$ cat config.mk
export PLATFORM = sky130hd
export DESIGN_NAME = latch_write_arbiter
export DESIGN_NICKNAME = d
export VERILOG_FILES = /design/src/rtl/latch_write_arbiter.sv
export SDC_FILE = /design/constraint.sdc
export NUM_CORES = 1
export LEC_CHECK = 0
export CORE_ASPECT_RATIO = 0.6
export CORE_MARGIN = 4
export CORE_UTILIZATION = 30
export CTS_CLUSTER_DIAMETER = 100
export DETAILED_ROUTE_END_ITERATION = 10
export DONT_BUFFER_PORTS = 1
export PLACE_DENSITY = 0.47
export SLEW_MARGIN = 20
export SYNTH_ARGS = -nofsm -noshare
export SYNTH_HDL_FRONTEND = slang
export SYNTH_SLANG_ARGS = --single-unit
export TNS_END_PERCENT = 1
$ cat constraint.sdc
create_clock -name clk_i -period 2.1 [get_ports clk_i]
set_clock_uncertainty 0.1 [all_clocks]
set_input_delay 0.315 -clock clk_i [delete_from_list [all_inputs] [get_ports clk_i]]
set_output_delay 0.315 -clock clk_i [all_outputs]
set_load 0.005 [all_outputs]
$ cat src/rtl/latch_write_arbiter.sv
// Round-robin arbiter that shares one D-latch among NUM_REQ writers with a timed setup/pulse/hold sequence.
// Define LATCH_WRITE_ARBITER_CLEAR_EN to add a clear_req_i/clear_ack_o latch clear operation.
module latch_write_arbiter #(
   parameter int NUM_REQ   = 4,
   parameter int DATA_W    = 8,
   parameter int SETUP_CYC = 1,
   parameter int PULSE_CYC = 1,
   parameter int HOLD_CYC  = 1
) (
   input  logic                      clk_i,
   input  logic                      reset_i,
   input  logic [NUM_REQ-1:0]        req_i,
   input  logic [NUM_REQ*DATA_W-1:0] req_data_i,
   output logic [NUM_REQ-1:0]        grant_o,
   output logic [NUM_REQ-1:0]        ack_o,
   output logic [DATA_W-1:0]         rd_data_o,
   output logic                      busy_o,
   output logic [DATA_W-1:0]         latch_d_o,
   output logic                      latch_en_o,
   output logic                      latch_reset_n_o,
   input  logic [DATA_W-1:0]         latch_q_i
`ifdef LATCH_WRITE_ARBITER_CLEAR_EN
   ,
   input  logic                      clear_req_i,
   output logic                      clear_ack_o
`endif
);

   localparam int MAX_PH = (SETUP_CYC > PULSE_CYC)
                         ? ((SETUP_CYC > HOLD_CYC) ? SETUP_CYC : HOLD_CYC)
                         : ((PULSE_CYC > HOLD_CYC) ? PULSE_CYC : HOLD_CYC);
   localparam int CNT_W  = $clog2(MAX_PH) + 1;
   localparam int PTR_W  = $clog2(NUM_REQ);
   localparam int CAND_W = PTR_W + 1;

   // state  | meaning
   // IDLE   | arbitrate | SETUP d stable, en low | ENABLE en high | HOLD d held, en low | ACK report | CLEAR latch reset
   typedef enum logic [2:0] {
      IDLE   = 3'd0,
      SETUP  = 3'd1,
      ENABLE = 3'd2,
      HOLD   = 3'd3,
      ACK    = 3'd4
`ifdef LATCH_WRITE_ARBITER_CLEAR_EN
      ,
      CLEAR  = 3'd5
`endif
   } state_t;

   state_t              state_q, state_d;
   logic [CNT_W-1:0]    cnt_q, cnt_d;
   logic [PTR_W-1:0]    ptr_q, ptr_d;
   logic [NUM_REQ-1:0]  grant_q, grant_d;
   logic [NUM_REQ-1:0]  ack_q, ack_d;
   logic [DATA_W-1:0]   rd_data_q, rd_data_d;
   logic                busy_q, busy_d;
   logic [DATA_W-1:0]   latch_d_q, latch_d_d;
   logic                latch_en_q, latch_en_d;
   logic [PTR_W-1:0]    win_idx;
   logic [CAND_W-1:0]   cand;

`ifdef LATCH_WRITE_ARBITER_CLEAR_EN
   logic lrn_q, lrn_d;
   logic clear_ack_q, clear_ack_d;
`endif

   // Scan from the farthest candidate back so the one nearest the pointer wins.
   always_comb begin
      win_idx = '0;
      cand    = '0;
      for (int off = NUM_REQ - 1; off >= 0; off--) begin
         cand = {1'b0, ptr_q} + CAND_W'(off);
         if (cand >= CAND_W'(NUM_REQ)) cand = cand - CAND_W'(NUM_REQ);
         if (req_i[cand[PTR_W-1:0]]) win_idx = cand[PTR_W-1:0];
      end
   end

   always_comb begin
      state_d    = state_q;
      cnt_d      = cnt_q;
      ptr_d      = ptr_q;
      grant_d    = grant_q;
      ack_d      = '0;
      rd_data_d  = rd_data_q;
      busy_d     = busy_q;
      latch_d_d  = latch_d_q;
      latch_en_d = latch_en_q;
`ifdef LATCH_WRITE_ARBITER_CLEAR_EN
      lrn_d       = 1'b1;
      clear_ack_d = 1'b0;
`endif
      case (state_q)
         IDLE: begin
`ifdef LATCH_WRITE_ARBITER_CLEAR_EN
            if (clear_req_i) begin
               state_d = CLEAR;
               cnt_d   = CNT_W'(PULSE_CYC - 1);
               busy_d  = 1'b1;
               lrn_d   = 1'b0;
            end else
`endif
            if (|req_i) begin
               state_d          = SETUP;
               cnt_d            = CNT_W'(SETUP_CYC - 1);
               busy_d           = 1'b1;
               grant_d          = '0;
               grant_d[win_idx] = 1'b1;
               latch_d_d        = req_data_i[win_idx*DATA_W +: DATA_W];
               ptr_d            = (win_idx == PTR_W'(NUM_REQ - 1)) ? '0 : win_idx + 1'b1;
            end
         end
         SETUP: begin
            if (cnt_q == '0) begin
               state_d    = ENABLE;
               cnt_d      = CNT_W'(PULSE_CYC - 1);
               latch_en_d = 1'b1;
            end else begin
               cnt_d = cnt_q - 1'b1;
            end
         end
         ENABLE: begin
            if (cnt_q == '0) begin
               state_d    = HOLD;
               cnt_d      = CNT_W'(HOLD_CYC - 1);
               latch_en_d = 1'b0;
            end else begin
               cnt_d = cnt_q - 1'b1;
            end
         end
         HOLD: begin
            if (cnt_q == '0) begin
               state_d   = ACK;
               rd_data_d = latch_q_i;
               ack_d     = grant_q;
            end else begin
               cnt_d = cnt_q - 1'b1;
            end
         end
         ACK: begin
            state_d = IDLE;
            grant_d = '0;
            busy_d  = 1'b0;
         end
`ifdef LATCH_WRITE_ARBITER_CLEAR_EN
         CLEAR: begin
            if (cnt_q == '0) begin
               state_d     = ACK;
               clear_ack_d = 1'b1;
            end else begin
               cnt_d = cnt_q - 1'b1;
               lrn_d = 1'b0;
            end
         end
`endif
         default: begin
            state_d    = IDLE;
            grant_d    = '0;
            busy_d     = 1'b0;
            latch_en_d = 1'b0;
         end
      endcase
   end

   always_ff @(posedge clk_i) begin
      if (reset_i) begin
         state_q    <= IDLE;
         cnt_q      <= '0;
         ptr_q      <= '0;
         grant_q    <= '0;
         ack_q      <= '0;
         rd_data_q  <= '0;
         busy_q     <= 1'b0;
         latch_d_q  <= '0;
         latch_en_q <= 1'b0;
      end else begin
         state_q    <= state_d;
         cnt_q      <= cnt_d;
         ptr_q      <= ptr_d;
         grant_q    <= grant_d;
         ack_q      <= ack_d;
         rd_data_q  <= rd_data_d;
         busy_q     <= busy_d;
         latch_d_q  <= latch_d_d;
         latch_en_q <= latch_en_d;
      end
   end

`ifdef LATCH_WRITE_ARBITER_CLEAR_EN
   // The latch is held in reset for as long as the arbiter itself is.
   always_ff @(posedge clk_i) begin
      if (reset_i) begin
         lrn_q       <= 1'b0;
         clear_ack_q <= 1'b0;
      end else begin
         lrn_q       <= lrn_d;
         clear_ack_q <= clear_ack_d;
      end
   end

   assign latch_reset_n_o = lrn_q;
   assign clear_ack_o     = clear_ack_q;
`else
   assign latch_reset_n_o = 1'b1;
`endif

   assign grant_o    = grant_q;
   assign ack_o      = ack_q;
   assign rd_data_o  = rd_data_q;
   assign busy_o     = busy_q;
   assign latch_d_o  = latch_d_q;
   assign latch_en_o = latch_en_q;

endmodule

### After elaboration in Yosys (flattened, before gate mapping)

Index checks and enable logic that the tools add are counted.

| operators by class | value |
|---|---|
| multiply operators | 0 |
| divide/modulo/power cells | 0 |
| equality and inequality tests | 9 |
| reduce and logical (&&, ||, !) cells | 13 |
| bitwise gates (word level) | 4 |
| mux-type cells | 34 |
| shifts and indexed selects | 1 |
| $add $sub $neg | 9 |
| $lt $le $gt $ge | 10 |

Operators with widths:

| operator | number |
|---|---|
| 32-bit by 6-bit variable part select with 8-bit output | 1 |
| 2-bit two-way mux | 9 |
| 2-bit by 3-bit less-than comparator with 1-bit output (second input constant) | 5 |
| 3-bit two-way mux | 4 |
| 3-bit case mux with 4 select lines | 1 |
| 1-bit two-way mux | 10 |
| 3-bit >= comparator (second input constant) | 3 |
| 3-bit OR reduction | 3 |
| 1-bit binary-select mux with 2-bit select | 4 |
| 2-bit != test (second input constant) | 4 |
| 4-bit case mux with 2 select lines | 1 |
| 2-bit AND reduction | 4 |
| 2-bit by 1-bit subtractor with 2-bit output (second input constant) | 4 |
| 2-bit by 2-bit adder with 3-bit output (second input constant) | 2 |
| 3-bit by 2-bit == test with 1-bit output (second input constant) | 2 |
| 4-bit two-way mux | 1 |
| 1-bit NOT | 4 |
| 1-bit case mux with 2 select lines | 2 |
| 4-bit AND reduction | 1 |
| 4-bit OR reduction | 1 |
| 2-bit by 1-bit adder with 3-bit output (second input constant) | 1 |
| 3-bit by 1-bit == test with 1-bit output (second input constant) | 1 |
| 3-bit == test (second input constant) | 1 |
| 2-bit by 3-bit >= comparator with 1-bit output (second input constant) | 1 |
| other kinds (10) | 10 |

| storage, ports and cells | value |
|---|---|
| latch bits | 0 |
| output and inout port bits | 27 |
| bits in registers | 32 |
| bits in read-only memories | 0 |
| RAM bits | 0 |
| memories | 0 |
| word-level logic and storage cells | 89 |

### Depth between registers and ports, before layout

| depth | value |
|---|---|
| word-level depth | 15 |
| mapped depth | 7 |
| mapped depth without buffers | 7 |

### Worst setup path before layout

OpenSTA, ideal clock, no wires.

| timing path | value |
|---|---|
| path type | flip-flop to flip-flop |
| from | reg state_q[0] |
| to | reg latch_d_q[0] (netlist: latch_d_o[0]) |
| data required time | 1921 ps |
| period minus slack after synthesis | 1883 ps |
| stages on the path, launching flop included | 7 |
| slack | 217 ps |
| arrival | 1705 ps |
| cells stage by stage | dfxtp_1 or3_1 buf_6 or2_4 or3_1 buf_6 o221ai_2 |

| between the ends | value |
|---|---|
| longest elaborated chain between the ends | 2 |

Ends and longest elaborated chain:

| what | RTL line | RTL |
|---|---|---|
| from (decl) | 50 | `state_t state_q, state_d;` |
| from (signal assigned) | 176 | `state_q <= state_d;` |
| 3-bit logical NOT | 92 | `case (state_q)` |
| 2-bit AND reduction (no source line) | - |  |
| to (signal assigned) | 183 | `latch_d_q <= latch_d_d;` |
| to (decl) | 57 | `logic [DATA_W-1:0] latch_d_q, latch_d_d;` |

No other way between the ends.
A chain may end at the register's enable or synchronous reset.

### Worst setup path in the final report

| timing path | value |
|---|---|
| from | reg ptr_q[1] |
| to | reg ptr_q[1] |

| between the ends | value |
|---|---|
| longest elaborated chain between the ends | 11 |

Ends and longest elaborated chain:

| what | RTL line | RTL |
|---|---|---|
| from (decl) | 52 | `logic [PTR_W-1:0] ptr_q, ptr_d;` |
| from (signal assigned) | 178 | `ptr_q <= ptr_d;` |
| 2-bit by 2-bit adder with 3-bit output | 72 | `cand = {1'b0, ptr_q} + CAND_W'(off);` |
| 3-bit >= comparator or 2-bit by 1-bit subtractor with 2-bit output (tied branches) | 73 | `if (cand >= CAND_W'(NUM_REQ)) cand = cand - CAND_W'(NUM_REQ);` |
| 2-bit two-way mux | 73 |  |
| 1-bit binary-select mux with 2-bit select | 74 | `if (req_i[cand[PTR_W-1:0]]) win_idx = cand[PTR_W-1:0];` |
| 1-bit two-way mux (not written as such) | 74 |  |
| 2-bit two-way mux (3 in a row) | 74 |  |
| 2-bit two-way mux (*) | 74 |  |
| 2-bit by 1-bit adder with 2-bit output or 2-bit == test (tied branches) | 109 | `ptr_d = (win_idx == PTR_W'(NUM_REQ - 1)) ? '0 : win_idx + 1'b1;` |
| 2-bit two-way mux (*) | 109 |  |

Mark *: on every way between the ends. The rest lies on a longest branch, timed or not. The select of a mux whose other input is x is not followed.

==> qor.csv <==
stage;metric;value;unit
routing;Routed Antenna Nets;0;
yosys;area share of fa/ha/maj cells after synthesis;0.00867;
timing;Slew Viols, Final;0;
grt;initial antenna violation count;0;
final_layout;filler cell count;465;
routing;DR WL/cell;16.4;um
routing;drt via density;4.93;
power;Total Power;0.00154;W
floorplan;# rows;19;
clocking;Max clock buf depth;2;
grt;total gr overflow;0;
power;Comb power frac;0.213;
floorplan;Die H;61.7;um
yosys;Post-synth EDFFs;0;
routing;initial DRC count;16;
critical_path;CP max-delay cell;dfxtp_1;
yosys;synthesized area;1440;um2
power;clock share of power;0.332;
final_layout;most common cell after layout, fill and taps aside;dfxtp_1;
yosys;ys flop type;dfxtp_1;
routing;DRT Wirelength;3.49;mm
timing;post-route minimum period;1960;ps
floorplan;die area;6020;um2
floorplan;core area;4610;um2
critical_path;CP Capture Type;flop;
critical_path;Worst path max stage delay;410;ps
placement;Setup WS pre-CTS;49.6;ps
yosys;xor/xnor share of the synthesized area;0.00607;
placement;HPWL Detailed;2.55;mm
yosys;Synthesized Nets;191;
grt;first-pass GRT wire length;5.19;mm
routing;drt first pass iters;4;
power;sw frac;0.281;
yosys;largest family of logic cells by synthesized area;multiplexers;
timing;Final Cycle Share;0.931;
timing;Rel. slew slack;0.645;
clocking;CTS buffer count;5;
clocking;Post-CTS Setup Bufs;0;
yosys;Area contributors post-synth;dfxtp_1 (43%), mux2i_1 (19%), o221ai_2 (8.3%), nand3b_1 (4.7%), nor2_1 (3.9%);
critical_path;WS Path Type;reg -> reg;
power;Int Power;0.00111;W
hold_path;Hold/Removal Path Class;in -> reg;
timing;Worst Hold Slack;86.3;ps
critical_path;CP max FO;6;
final_layout;layout cells sized above 1;0.173;
routing;# DRC;0;
critical_path;worst-path cell chain;mux2i_1 -> nor2_1 -> or3_1 -> buf_4 -> inv_1 -> ha_1 -> mux2i_1 -> nor2_1;
yosys;Mapped Cells;144;
yosys;register area share after synthesis;0.430;
yosys;Yosys top cell area share;0.430;
run;Maximum Capacitance Violations;0;
power;Max VDD drop;0.290;mV
routing;routed vias;1051;
yosys;Yosys top cell by area;dfxtp_1;
yosys;multiplexer share of the synthesized area;0.187;
power;PwrDens;943;nW/um2
critical_path;Startpoint Class;flop;
clocking;CTS tree;yes;
final_layout;final core occ;0.355;
final_layout;Area Growth Syn to Fin;13.3;%
placement;# port buffers;0;
timing;Final setup viols;0;
yosys;Distinct cells, synth;26;
floorplan;Starting Density;0.313;
grt;vias in the first global route;1030;
yosys;Yosys reg bits;31;
clocking;Root Buffer;clkbuf_8;
power;Lkg Pwr;0.675;nW
clocking;Clk pin slew, worst setup/hold paths;70;ps
floorplan;Top Ports;73;
timing;setup TNS;0;ps
critical_path;WP data required;2160;ps
clocking;htree depth;2;
yosys;Async S/R FF share, synth;0;
grt;largest net degree at the start of global routing;17;
status;status;complete, no violations;
placement;RePlAce Congestion;0.688;
yosys;Ys Warns;0;
timing;Fin. Hold Viols;0;
final_layout;most frequent cells in the layout;dfxtp_1 (31), mux2i_1 (27), nor2_1 (15), a21oi_1 (9), nand3b_1 (9);
timing;RSZ-0062 raised after global routing;no;
floorplan;Chip Width;97.6;um
final_layout;final net count;196;
clocking;Skew-Pair Late Insertion Delay;280;ps
clocking;Clock Sinks;31;
power;Flop pwr share;0.455;
yosys;Synth Area in Compound Gates;0.135;
timing;Final Worst Setup Slack;144;ps
timing;fmax;511;MHz
final_layout;Inserted Diodes;0;
critical_path;Worst Path Arrival;2010;ps
yosys;area share of and/or/nand/nor cells after synthesis;0.171;
power;sw power;0.000434;W
yosys;synthesized area per cell;10.0;um2
timing;Worst Tran Pin Value;527;ps
grt;gr usage total;0.115;
layer usage:
metal	vias up	track usage	wire length, um
met5	-	0	0
met4	0	0.0592	51
met3	8	0.0635	403
met2	53	0.171	1560
met1	474	0.137	1480
li1	516	-	-
Yosys cell counts (2+ instances only):
| library cell | number |
|---|---|
| mux2i_1 | 27 |
| nand3b_1 | 9 |
| or3_1 | 6 |
| o221ai_2 | 8 |
| buf_6 | 2 |
| a21oi_1 | 9 |
| inv_1 | 6 |
| and2_1 | 4 |
| a211oi_1 | 2 |
| clkbuf_1 | 6 |
| buf_4 | 2 |
| nand2_1 | 4 |
| or2_2 | 2 |
| nor2_1 | 15 |
| dfxtp_1 | 31 |
registers in the layout, summed over array words and instances (netlist names):
| register | cells |
|---|---|
| rd_data_o | 8 |
| busy_o | 1 |
| grant_o | 4 |
| latch_d_o | 8 |
| state_q | 3 |
| latch_en_o | 1 |
| ack_o | 4 |
| ptr_q | 2 |
cells by family after synthesis:
group,count (synthesis)
other,1
and+or+nand+nor,45
xor gates and xnor gates,1
AOI/OAI and AO/OA,21
muxes,27
buffers and inverters,17
DFF,31
adders and majority gates,1
metrics by stage:
step | instance area, um2 | instances
floorplan | 1440 | 144
global placement | 1510 | 203
detailed placement | 1510 | 203
CTS | 1630 | 213
global route | 1640 | 213
finish | 1640 | 213
power groups by stage:
stage	Clock, W	Combinational, W	Sequential, W
5_1_grt	0.000564	0.000366	0.000710
3_3_place_gp	0	0.000312	0.000716
2_1_floorplan	0	0.000264	0.000705
3_5_place_dp	0	0.000323	0.000716
6_report	0.000512	0.000329	0.000703
4_1_cts	0.000537	0.000330	0.000704
final cells by class:
cell class                      count  area (um2)  area share
Inverter                            6        22.5      0.0138
Clock buffer                        8         100      0.0612
Timing Repair Buffer                9        72.6      0.0443
Sequential cell                    31         621       0.379
Multi-Input combinational cell     96         742       0.453
Tap cell                           63        78.8      0.0482
critical path, delay by kind of cell, from the launching register on:
| family | cells | cell delay (ps) |
|---|---|---|
| simple gates | 3 | 490 |
| flops | 1 | 410 |
| mux | 2 | 350 |
| buf+inv | 2 | 230 |
| fa+ha+maj | 1 | 240 |
path summary, 6_finish.rpt:
| path | start | end | slack [ps] | depth (start not counted) |
|---|---|---|---|---|
| min | latch_q_i[3] | rd_data_o[3]$_SDFFE_PP0P_ | 90 | 2 |
| max reg2reg | ptr_q[1]$_SDFFE_PP0P_ | ptr_q[1]$_SDFFE_PP0P_ | 140 | 8 |
| min reg2reg | busy_o$_SDFFE_PP0P_ | busy_o$_SDFFE_PP0P_ | 370 | 2 |
| max | ptr_q[1]$_SDFFE_PP0P_ | ptr_q[1]$_SDFFE_PP0P_ | 140 | 8 |
repair_timing:
action	4_1_cts	5_1_grt
hold buffers	2	0
resized for setup	0	1
endpoints found under the hold margin	10	0
endpoints found under the setup margin	0	8
Note: power is estimated with default switching activity, not from simulation.
